[src/rtl/usb_arb_pkg.sv]
// Shared definitions for the USB IN byte-path arbiter: state encoding,
// byte width and the packet byte-count width helper.
package usb_arb_pkg;

  localparam int BYTE_W = 8;

  typedef enum logic [1:0] {
    IDLE = 2'd0,
    LOAD = 2'd1,
    WAIT = 2'd2,
    GAP  = 2'd3
  } arb_state_e;

  // Counter must be able to hold MAX_PKT itself.
  function automatic int cnt_width(input int max_pkt);
    return $clog2(max_pkt + 1);
  endfunction

endpackage

[src/rtl/usb_in_arbiter_rr_picker.sv]
// Combinational round-robin select: first set request at or above ptr,
// wrapping around to index 0.
module rr_picker #(
  parameter int N_REQ = 3,
  parameter int IW    = 2
) (
  input  logic [N_REQ-1:0] req,
  input  logic [IW-1:0]    ptr,
  output logic [N_REQ-1:0] win,
  output logic [IW-1:0]    win_idx,
  output logic             any
);

  always_comb begin
    int j;
    win     = '0;
    win_idx = '0;
    any     = 1'b0;
    j       = 0;
    for (int k = 0; k < N_REQ; k++) begin
      j = int'(ptr) + k;
      if (j >= N_REQ) j = j - N_REQ;
      if (!any && req[j[IW-1:0]]) begin
        any              = 1'b1;
        win[j[IW-1:0]]   = 1'b1;
        win_idx          = j[IW-1:0];
      end
    end
  end

endmodule

[src/rtl/usb_in_arbiter.sv]
// Packet-level round-robin arbiter feeding the USB core IN byte path,
// one byte per data_strobe, one requester per packet.
//
// state | meaning
// IDLE  | no owner; arbitrate among valid requesters
// LOAD  | owner granted; pop its next byte when available
// WAIT  | byte presented to the core; wait for data_strobe
// GAP   | packet ended; release grant, advance rr pointer
module usb_in_arbiter
  import usb_arb_pkg::*;
#(
  parameter int N_REQ   = 3,
  parameter int MAX_PKT = 64
) (
  input  logic                      clk48,
  input  logic                      rst,
  input  logic [N_REQ-1:0]          req_valid,
  input  logic [BYTE_W*N_REQ-1:0]   req_data,
  input  logic [N_REQ-1:0]          req_last,
  output logic [N_REQ-1:0]          req_ready,
  output logic [BYTE_W-1:0]         data_in,
  output logic                      data_in_valid,
  input  logic                      data_strobe,
  output logic [N_REQ-1:0]          grant,
  output logic                      busy,
  output logic                      pkt_done,
  output logic                      pkt_trunc
);

  localparam int IW = (N_REQ > 1) ? $clog2(N_REQ) : 1;
  localparam int CW = cnt_width(MAX_PKT);

  arb_state_e          state_q, state_d;
  logic [IW-1:0]       ptr_q, ptr_d;
  logic [IW-1:0]       gidx_q, gidx_d;
  logic [CW-1:0]       count_q, count_d;
  logic [CW-1:0]       cnt_inc;
  logic                last_q, last_d;
  logic [N_REQ-1:0]    grant_q, grant_d;
  logic [N_REQ-1:0]    ready_q, ready_d;
  logic [BYTE_W-1:0]   data_q, data_d;
  logic                valid_q, valid_d;
  logic                busy_q, busy_d;
  logic                done_q, done_d;
  logic                trunc_q, trunc_d;

  logic [N_REQ-1:0]    pick_win;
  logic [IW-1:0]       pick_idx;
  logic                pick_any;

  rr_picker #(
    .N_REQ (N_REQ),
    .IW    (IW)
  ) u_picker (
    .req     (req_valid),
    .ptr     (ptr_q),
    .win     (pick_win),
    .win_idx (pick_idx),
    .any     (pick_any)
  );

  always_comb begin
    state_d = state_q;
    ptr_d   = ptr_q;
    gidx_d  = gidx_q;
    count_d = count_q;
    last_d  = last_q;
    grant_d = grant_q;
    ready_d = '0;
    data_d  = data_q;
    valid_d = valid_q;
    done_d  = 1'b0;
    trunc_d = 1'b0;
    cnt_inc = count_q + CW'(1);

    case (state_q)
      IDLE: begin
        if (pick_any) begin
          grant_d = pick_win;
          gidx_d  = pick_idx;
          count_d = '0;
          state_d = LOAD;
        end
      end
      LOAD: begin
        if (req_valid[gidx_q]) begin
          data_d          = req_data[BYTE_W*int'(gidx_q) +: BYTE_W];
          valid_d         = 1'b1;
          ready_d[gidx_q] = 1'b1;
          last_d          = req_last[gidx_q];
          state_d         = WAIT;
        end
      end
      WAIT: begin
        if (data_strobe) begin
          valid_d = 1'b0;
          count_d = cnt_inc;
          // A genuine last byte takes precedence over the length limit.
          if (last_q) begin
            done_d  = 1'b1;
            state_d = GAP;
          end else if (cnt_inc == CW'(MAX_PKT)) begin
            trunc_d = 1'b1;
            state_d = GAP;
          end else begin
            state_d = LOAD;
          end
        end
      end
      GAP: begin
        grant_d = '0;
        ptr_d   = (gidx_q == IW'(N_REQ - 1)) ? '0 : gidx_q + IW'(1);
        state_d = IDLE;
      end
      default: state_d = IDLE;
    endcase

    busy_d = (state_d != IDLE);
  end

  always_ff @(posedge clk48) begin
    if (rst) begin
      state_q <= IDLE;
      ptr_q   <= '0;
      gidx_q  <= '0;
      count_q <= '0;
      last_q  <= 1'b0;
      grant_q <= '0;
      ready_q <= '0;
      data_q  <= '0;
      valid_q <= 1'b0;
      busy_q  <= 1'b0;
      done_q  <= 1'b0;
      trunc_q <= 1'b0;
    end else begin
      state_q <= state_d;
      ptr_q   <= ptr_d;
      gidx_q  <= gidx_d;
      count_q <= count_d;
      last_q  <= last_d;
      grant_q <= grant_d;
      ready_q <= ready_d;
      data_q  <= data_d;
      valid_q <= valid_d;
      busy_q  <= busy_d;
      done_q  <= done_d;
      trunc_q <= trunc_d;
    end
  end

  assign req_ready     = ready_q;
  assign data_in       = data_q;
  assign data_in_valid = valid_q;
  assign grant         = grant_q;
  assign busy          = busy_q;
  assign pkt_done      = done_q;
  assign pkt_trunc     = trunc_q;

endmodule
[config.mk]
export PLATFORM = sky130hd
export DESIGN_NAME = usb_in_arbiter
export DESIGN_NICKNAME = d
export VERILOG_FILES = /design/src/rtl/usb_arb_pkg.sv /design/src/rtl/usb_in_arbiter_rr_picker.sv /design/src/rtl/usb_in_arbiter.sv
export SDC_FILE = /design/constraint.sdc
export NUM_CORES = 1
export LEC_CHECK = 0
export ABC_AREA = 1
export CAP_MARGIN = 20
export CELL_PAD_IN_SITES_DETAIL_PLACEMENT = 0
export CELL_PAD_IN_SITES_GLOBAL_PLACEMENT = 1
export CORE_UTILIZATION = 33
export CTS_CLUSTER_SIZE = 24
export DETAILED_ROUTE_END_ITERATION = 16
export PLACE_DENSITY_LB_ADDON = 0.1
export SYNTH_ARGS = -nofsm -noshare
export SYNTH_HDL_FRONTEND = slang
export SYNTH_SLANG_ARGS = --single-unit
[constraint.sdc]
create_clock -name clk48 -period 2.3 [get_ports clk48]
set_input_delay 0.345 -clock clk48 [delete_from_list [all_inputs] [get_ports clk48]]
set_output_delay 0.345 -clock clk48 [all_outputs]
set_load 0.01 [all_outputs]
# --- After elaboration in Yosys (flattened, before gate mapping) ---
# Cells that the tools add are included.
op_classes:
  n_addsub: 7
  order_cmp: 11
  eq_ne: 8
  n_shift: 1
  n_mux: 47
  bitwise_logic: 6
  n_reduce_logical: 21
op_table:
  columns: ["operator", "n"]
  rows:
  - ["2-to-1 mux 2 bit", 12]
  - ["indexed part select 24 x 6 -> 8 bit", 1]
  - ["2-to-1 mux 1 bit", 16]
  - ["2-to-1 mux 7 bit", 2]
  - ["one-hot mux 7 bit (2 select lines)", 1]
  - ["less-than comparator 2 x 3 -> 1 bit, second input constant", 4]
  - ["2-to-1 mux 3 bit", 4]
  - ["binary-select mux 1 bit (select 2 bit)", 5]
  - ["demux 1 bit (select 2 bit)", 4]
  - [">= comparator 2 x 1 -> 1 bit, second input constant", 4]
  - ["one-hot mux 2 bit (4 select lines)", 1]
  - ["nonzero test 2 bit", 4]
  - ["adder 7 x 1 -> 7 bit, second input constant", 1]
  - ["== test 7 bit, second input constant", 1]
  - ["== test 2 bit, second input constant", 3]
  - [">= comparator 3 x 2 -> 1 bit, second input constant", 2]
  - ["logical AND 1 bit", 6]
  - ["!= test 2 bit, second input constant", 3]
  - ["bitwise OR 3 bit", 2]
  - ["one-hot mux 3 bit (2 select lines)", 1]
  - ["AND reduction 2 bit", 3]
  - ["AND reduction 3 bit", 2]
  - ["OR reduction 3 bit", 2]
  - ["inverter 1 bit", 4]
  - ["11 further kinds", 13]
word_totals:
  reg_bits: 32
  inputBits: 33
  out_inout_bits: 18
  elab_cells: 113

# --- Logic depth before layout (Yosys ltp) ---
# Gate-level depths: netlist (run 1).
logic_depth:
  depth_word: 14
  depth_mapped: 13
  mapped_depth_nobuf: 13

# --- Hierarchy ---
# A second synthesis (run 1) with hierarchy kept.
unflattened:
  hier_cells: 277
  hier_area_um2: 1773.0
modules_own_cells:
  columns: ["module", "instances", "cells_each", "area_each_um2", "seq_area_each_um2"]
  rows:
  - ["usb_in_arbiter", 1, 213, 1440.1, 640.6]
  - ["rr_picker", 1, 64, 332.8, 0.0]

# --- Worst setup path after synthesis (run 1) ---
# No wires, ideal clock.
synth_timing:
  path_type: "register to register"
  from: "reg ptr_q[0]"
  to: "reg busy_q, in the netlist busy"
  setup_time_ns: 0.117
  arrival_ns: 1.598
  required_ns: 2.183
  setup_slack_ns: 0.586
  stages_incl_launch_ff: 13
  path_buffers: 0
  synth_period_minus_slack_ns: 1.714
  path_cell_list: "dfxtp_1 -> inv_1 -> ha_1 -> inv_1 -> nand2_1 -> nand3b_1 -> nand2_2 -> inv_4 -> nand3_4 -> nand2_4 -> nand2_2 -> o21ai_1 -> nand2_1"
synth_between:
  elab_chain_cells: 14
  elab_cells_between_ends: 27
  classes_between: "add/sub: 5; order compare: 3; mux: 14; reduce/logical: 5"
synth_rtl:
  columns: ["element", "line_no", "rtl"]
  rows:
  - ["start: declaration", "usb_in_arbiter.sv:34", "logic [IW-1:0] ptr_q, ptr_d;"]
  - ["start signal: assignment", "usb_in_arbiter.sv:137", "ptr_q <= ptr_d;"]
  - ["parallel branches: the longest is 10 deep, another holds adder 2 x 1 -> 3 bit", null, null]
  - ["2-to-1 mux 1 bit (*)", "usb_in_arbiter_rr_picker.sv:23", "if (!any && req[j[IW-1:0]]) begin"]
  - ["2-to-1 mux 2 bit (*)", "usb_in_arbiter.sv:78", "if (pick_any) begin"]
  - ["one-hot mux 2 bit (4 select lines) (*)", "usb_in_arbiter.sv:76", "case (state_q)"]
  - ["nonzero test 2 bit (*)", "usb_in_arbiter.sv:118", "busy_d = (state_d != IDLE);"]
  - ["end signal: assignment", "usb_in_arbiter.sv:145", "busy_q <= busy_d;"]
  - ["end: declaration", "usb_in_arbiter.sv:43", "logic busy_q, busy_d;"]
# Mark *: on every way between the ends. The select of a mux whose other input is x is not followed.
# A chain may end at the register's enable or synchronous reset.

# --- Worst setup path after layout (run 1) ---
# Same ends and word-level chain as after synthesis.

==> impl_metrics.toml, run 1 <==
[logic_synthesis]
synthMuxAreaShare = 0
async_flop_share = 0
synth_compound_area_frac = 0.114
synth.distinct_cells = 33
ys_top_cells_by_count = "nand2_1, nor2_1, dfxtp_1, nand3_1, inv_1"
synth_ff_type = "dfxtp_1"
ys_seq_area_frac = 0.347
syn_area_per_cell_um2 = 6.79
ys_top_cells_by_area = "dfxtp_1, nand2_1, nor2_1"
synth-edff-count = 0
synth-simple-area-share = 0.422
synthAdderAreaFrac = 0.0339
syn_nets = 310
ys_warn_count = 0
synth-seq-cells = 32
synth_top_family_by_area = "simple AND/OR/NAND/NOR gates"
syn_inst = 272
synth_top_area_cell = "dfxtp_1"
synth_top_area_share = 0.347
netlist_area_um2 = 1850
synth.most_common_cell = "nand2_1"
yosys.area_share.xor_xnor = 0.00474

[power_and_ir_drop]
p_clk_frac = 0.264
power_frac_seq = 0.356
p_leak_nw = 1.05
ir_drop_mv = 0.304
comb_power_share = 0.380
switching_share = 0.356
switching_power_mw = 0.717
powerDensity_nw_per_um2 = 796
p_int_mw = 1.30

[sta]
timing.final.crit_share = 0.876
slew_viol_final = 0
period_minus_slack_ps = 2010
max_freq_ghz = 0.497
relSlewSlack = 0.659
hold_viol = 0
final-setup-viol-count = 0
setup_tns_ps = 0
grt_setup_unrepaired = "no"
fin_skew_ps = 5.73
tightest_slew_ps = 511

[global_routing]
grt_pass1_vias = 1777
grt_start_max_net_pins = 17
antenna_found_initial = 0
grt_pass1_wl_um = 7890
grt_overflow = 0
grt_use_total = 0.167

[critical_path]
crit_required_ps = 2480
critical_path_arrival_ps = 2190
crit_fanout = 14
cp-start-kind = "register"
crit_type = "register to register"
crit_path_end_kind = "register"

[floorplan]
ios = 51
core_area_um2 = 5240
num_rows = 26
start_util = 0.353
die_h_um = 76.8
die_w_um = 76.8
die_area_um2 = 5900

[clock_tree]
clkSlewWorstSetupHoldPaths_ps = 70
clock_latency_ps = 280
cts_tree = "yes"
cts_sinks = 32
htreeDepth = 2
clockBufferDepth = 2
numCtsBuffers = 5
root_buffer = "clkbuf_8"

[finish]
nNetsFinal = 364
post-route-util = 0.483
area_delta_synth_final_pct = 36.8
fillers = 566
antenna_cells = 0
drive_gt1_frac = 0.107

[route]
routed_via_density = 4.58
vias = 1820
totalWireLength_um = 4490
wl_per_cell_um = 11.3
drt_first_pass_iters = 4
drc = 0
drtIter0Drc = 71
postRouteAntennaNets = 0

[place]
globalplace.congestion = 0.818
dp_hpwl_um = 3450
portBuffers = 50

[flow_run]
cap_violations = 0

[hold_path]
worstHoldPathType = "register to register"

[outcome]
status = "finished clean"
[final cells by class]
type / instances / area (um2) / area share
Clock inverter: 2 / 35.0 / 0.0139
Tap cell: 70 / 87.6 / 0.0346
Timing Repair Buffer: 53 / 523 / 0.207
Inverter: 27 / 104 / 0.0411
Clock buffer: 6 / 72.6 / 0.0287
Multi-Input combinational cell: 207 / 1070 / 0.422
Sequential cell: 32 / 641 / 0.253
[placed cells by master (no fill, tap or decap), types with 2 or more instances in the layout]
master / instances
nand2_1: 74
clkdlybuf4s50_1: 50
nor2_1: 38
dfxtp_1: 32
nand3_1: 22
inv_1: 21
a21oi_1: 14
o21ai_1: 12
nand3_2: 6
nor3_1: 5
ha_1: 5
clkbuf_8: 5
nand2_2: 4
nand3b_1: 4
nand4_1: 4
o21ai_0: 4
inv_2: 3
buf_4: 3
nand3_4: 2
o21ai_2: 2
nand2_4: 2
clkinv_1: 2
[final timing paths]
path	startpoint	endpoint	slack [ps]	cells past startpoint
max	ptr_q[0]	busy	290	12
min	last_q	pkt_trunc	470	1
max reg2reg	ptr_q[0]	busy	290	12
min reg2reg	last_q	pkt_trunc	470	1
[power by group through the flow]
stage,Combinational (mW),Clock (mW),Sequential (mW)
finish,0.764,0.531,0.717
global route,0.865,0.574,0.731
CTS,0.772,0.548,0.717
detailed placement,0.769,0,0.728
global placement,0.775,0,0.728
floorplan,0.496,0,0.738
[critical path: stages (launching register included)]
cell      delay [ps]
dfxtp_1          360
inv_1             80
ha_1             390
inv_1            100
nand2_1           50
nand3b_1          90
nand2_2          100
inv_4             90
nand3_4           70
nand2_4          180
nand2_2          160
o21ai_2          180
nand2_1           60
[routing by layer]
layer | track usage | routed length, um | vias to the layer above
li1 | - | - | 992
met1 | 0.204 | 2200 | 773
met2 | 0.275 | 1950 | 49
met3 | 0.0560 | 290 | 6
met4 | 0.0462 | 49 | 0
met5 | 0 | 0 | -
[registers in the layout (all words and copies together), names as in the netlist]
signal and count:
data_in 8, count_q 7, grant 3, req_ready 3
gidx_q 2, ptr_q 2, state_q 2, busy 1
data_in_valid 1, last_q 1, pkt_done 1, pkt_trunc 1
[repair_timing]
item                                    in CTS  in global routing
gates resized for setup                      0                  1
hold buffers                                 0                  0
endpoints found under the setup margin       0                  1
setup buffers                                0                  0
[metrics by stage]
stage               hold WS (ps)  std cells  power (mW)  worst slack [ps]  instance area, um2
floorplan                    414        272        1.23               586                1850
global placement             448        389        1.50               294                2420
detailed placement           449        389        1.50               267                2420
finish                       467        397        2.01               286                2530
CTS                          469        397        2.04               271                2520
global route                 484        397        2.17              39.9                2530
[logic make-up after synthesis]
logic type      after synthesis
buf+inv                      33
flops                        32
compound gates               37
xor+xnor                      1
fa+ha+maj                     5
simple gates                164
(Power assumes the default switching activity.)
==> run 2, diff against run 1 <==
SKIP_LAST_GASP = 1   (was unset)
==> results of run 2 <==
The final DEF is identical to that of run 1; final timing and power are the same.
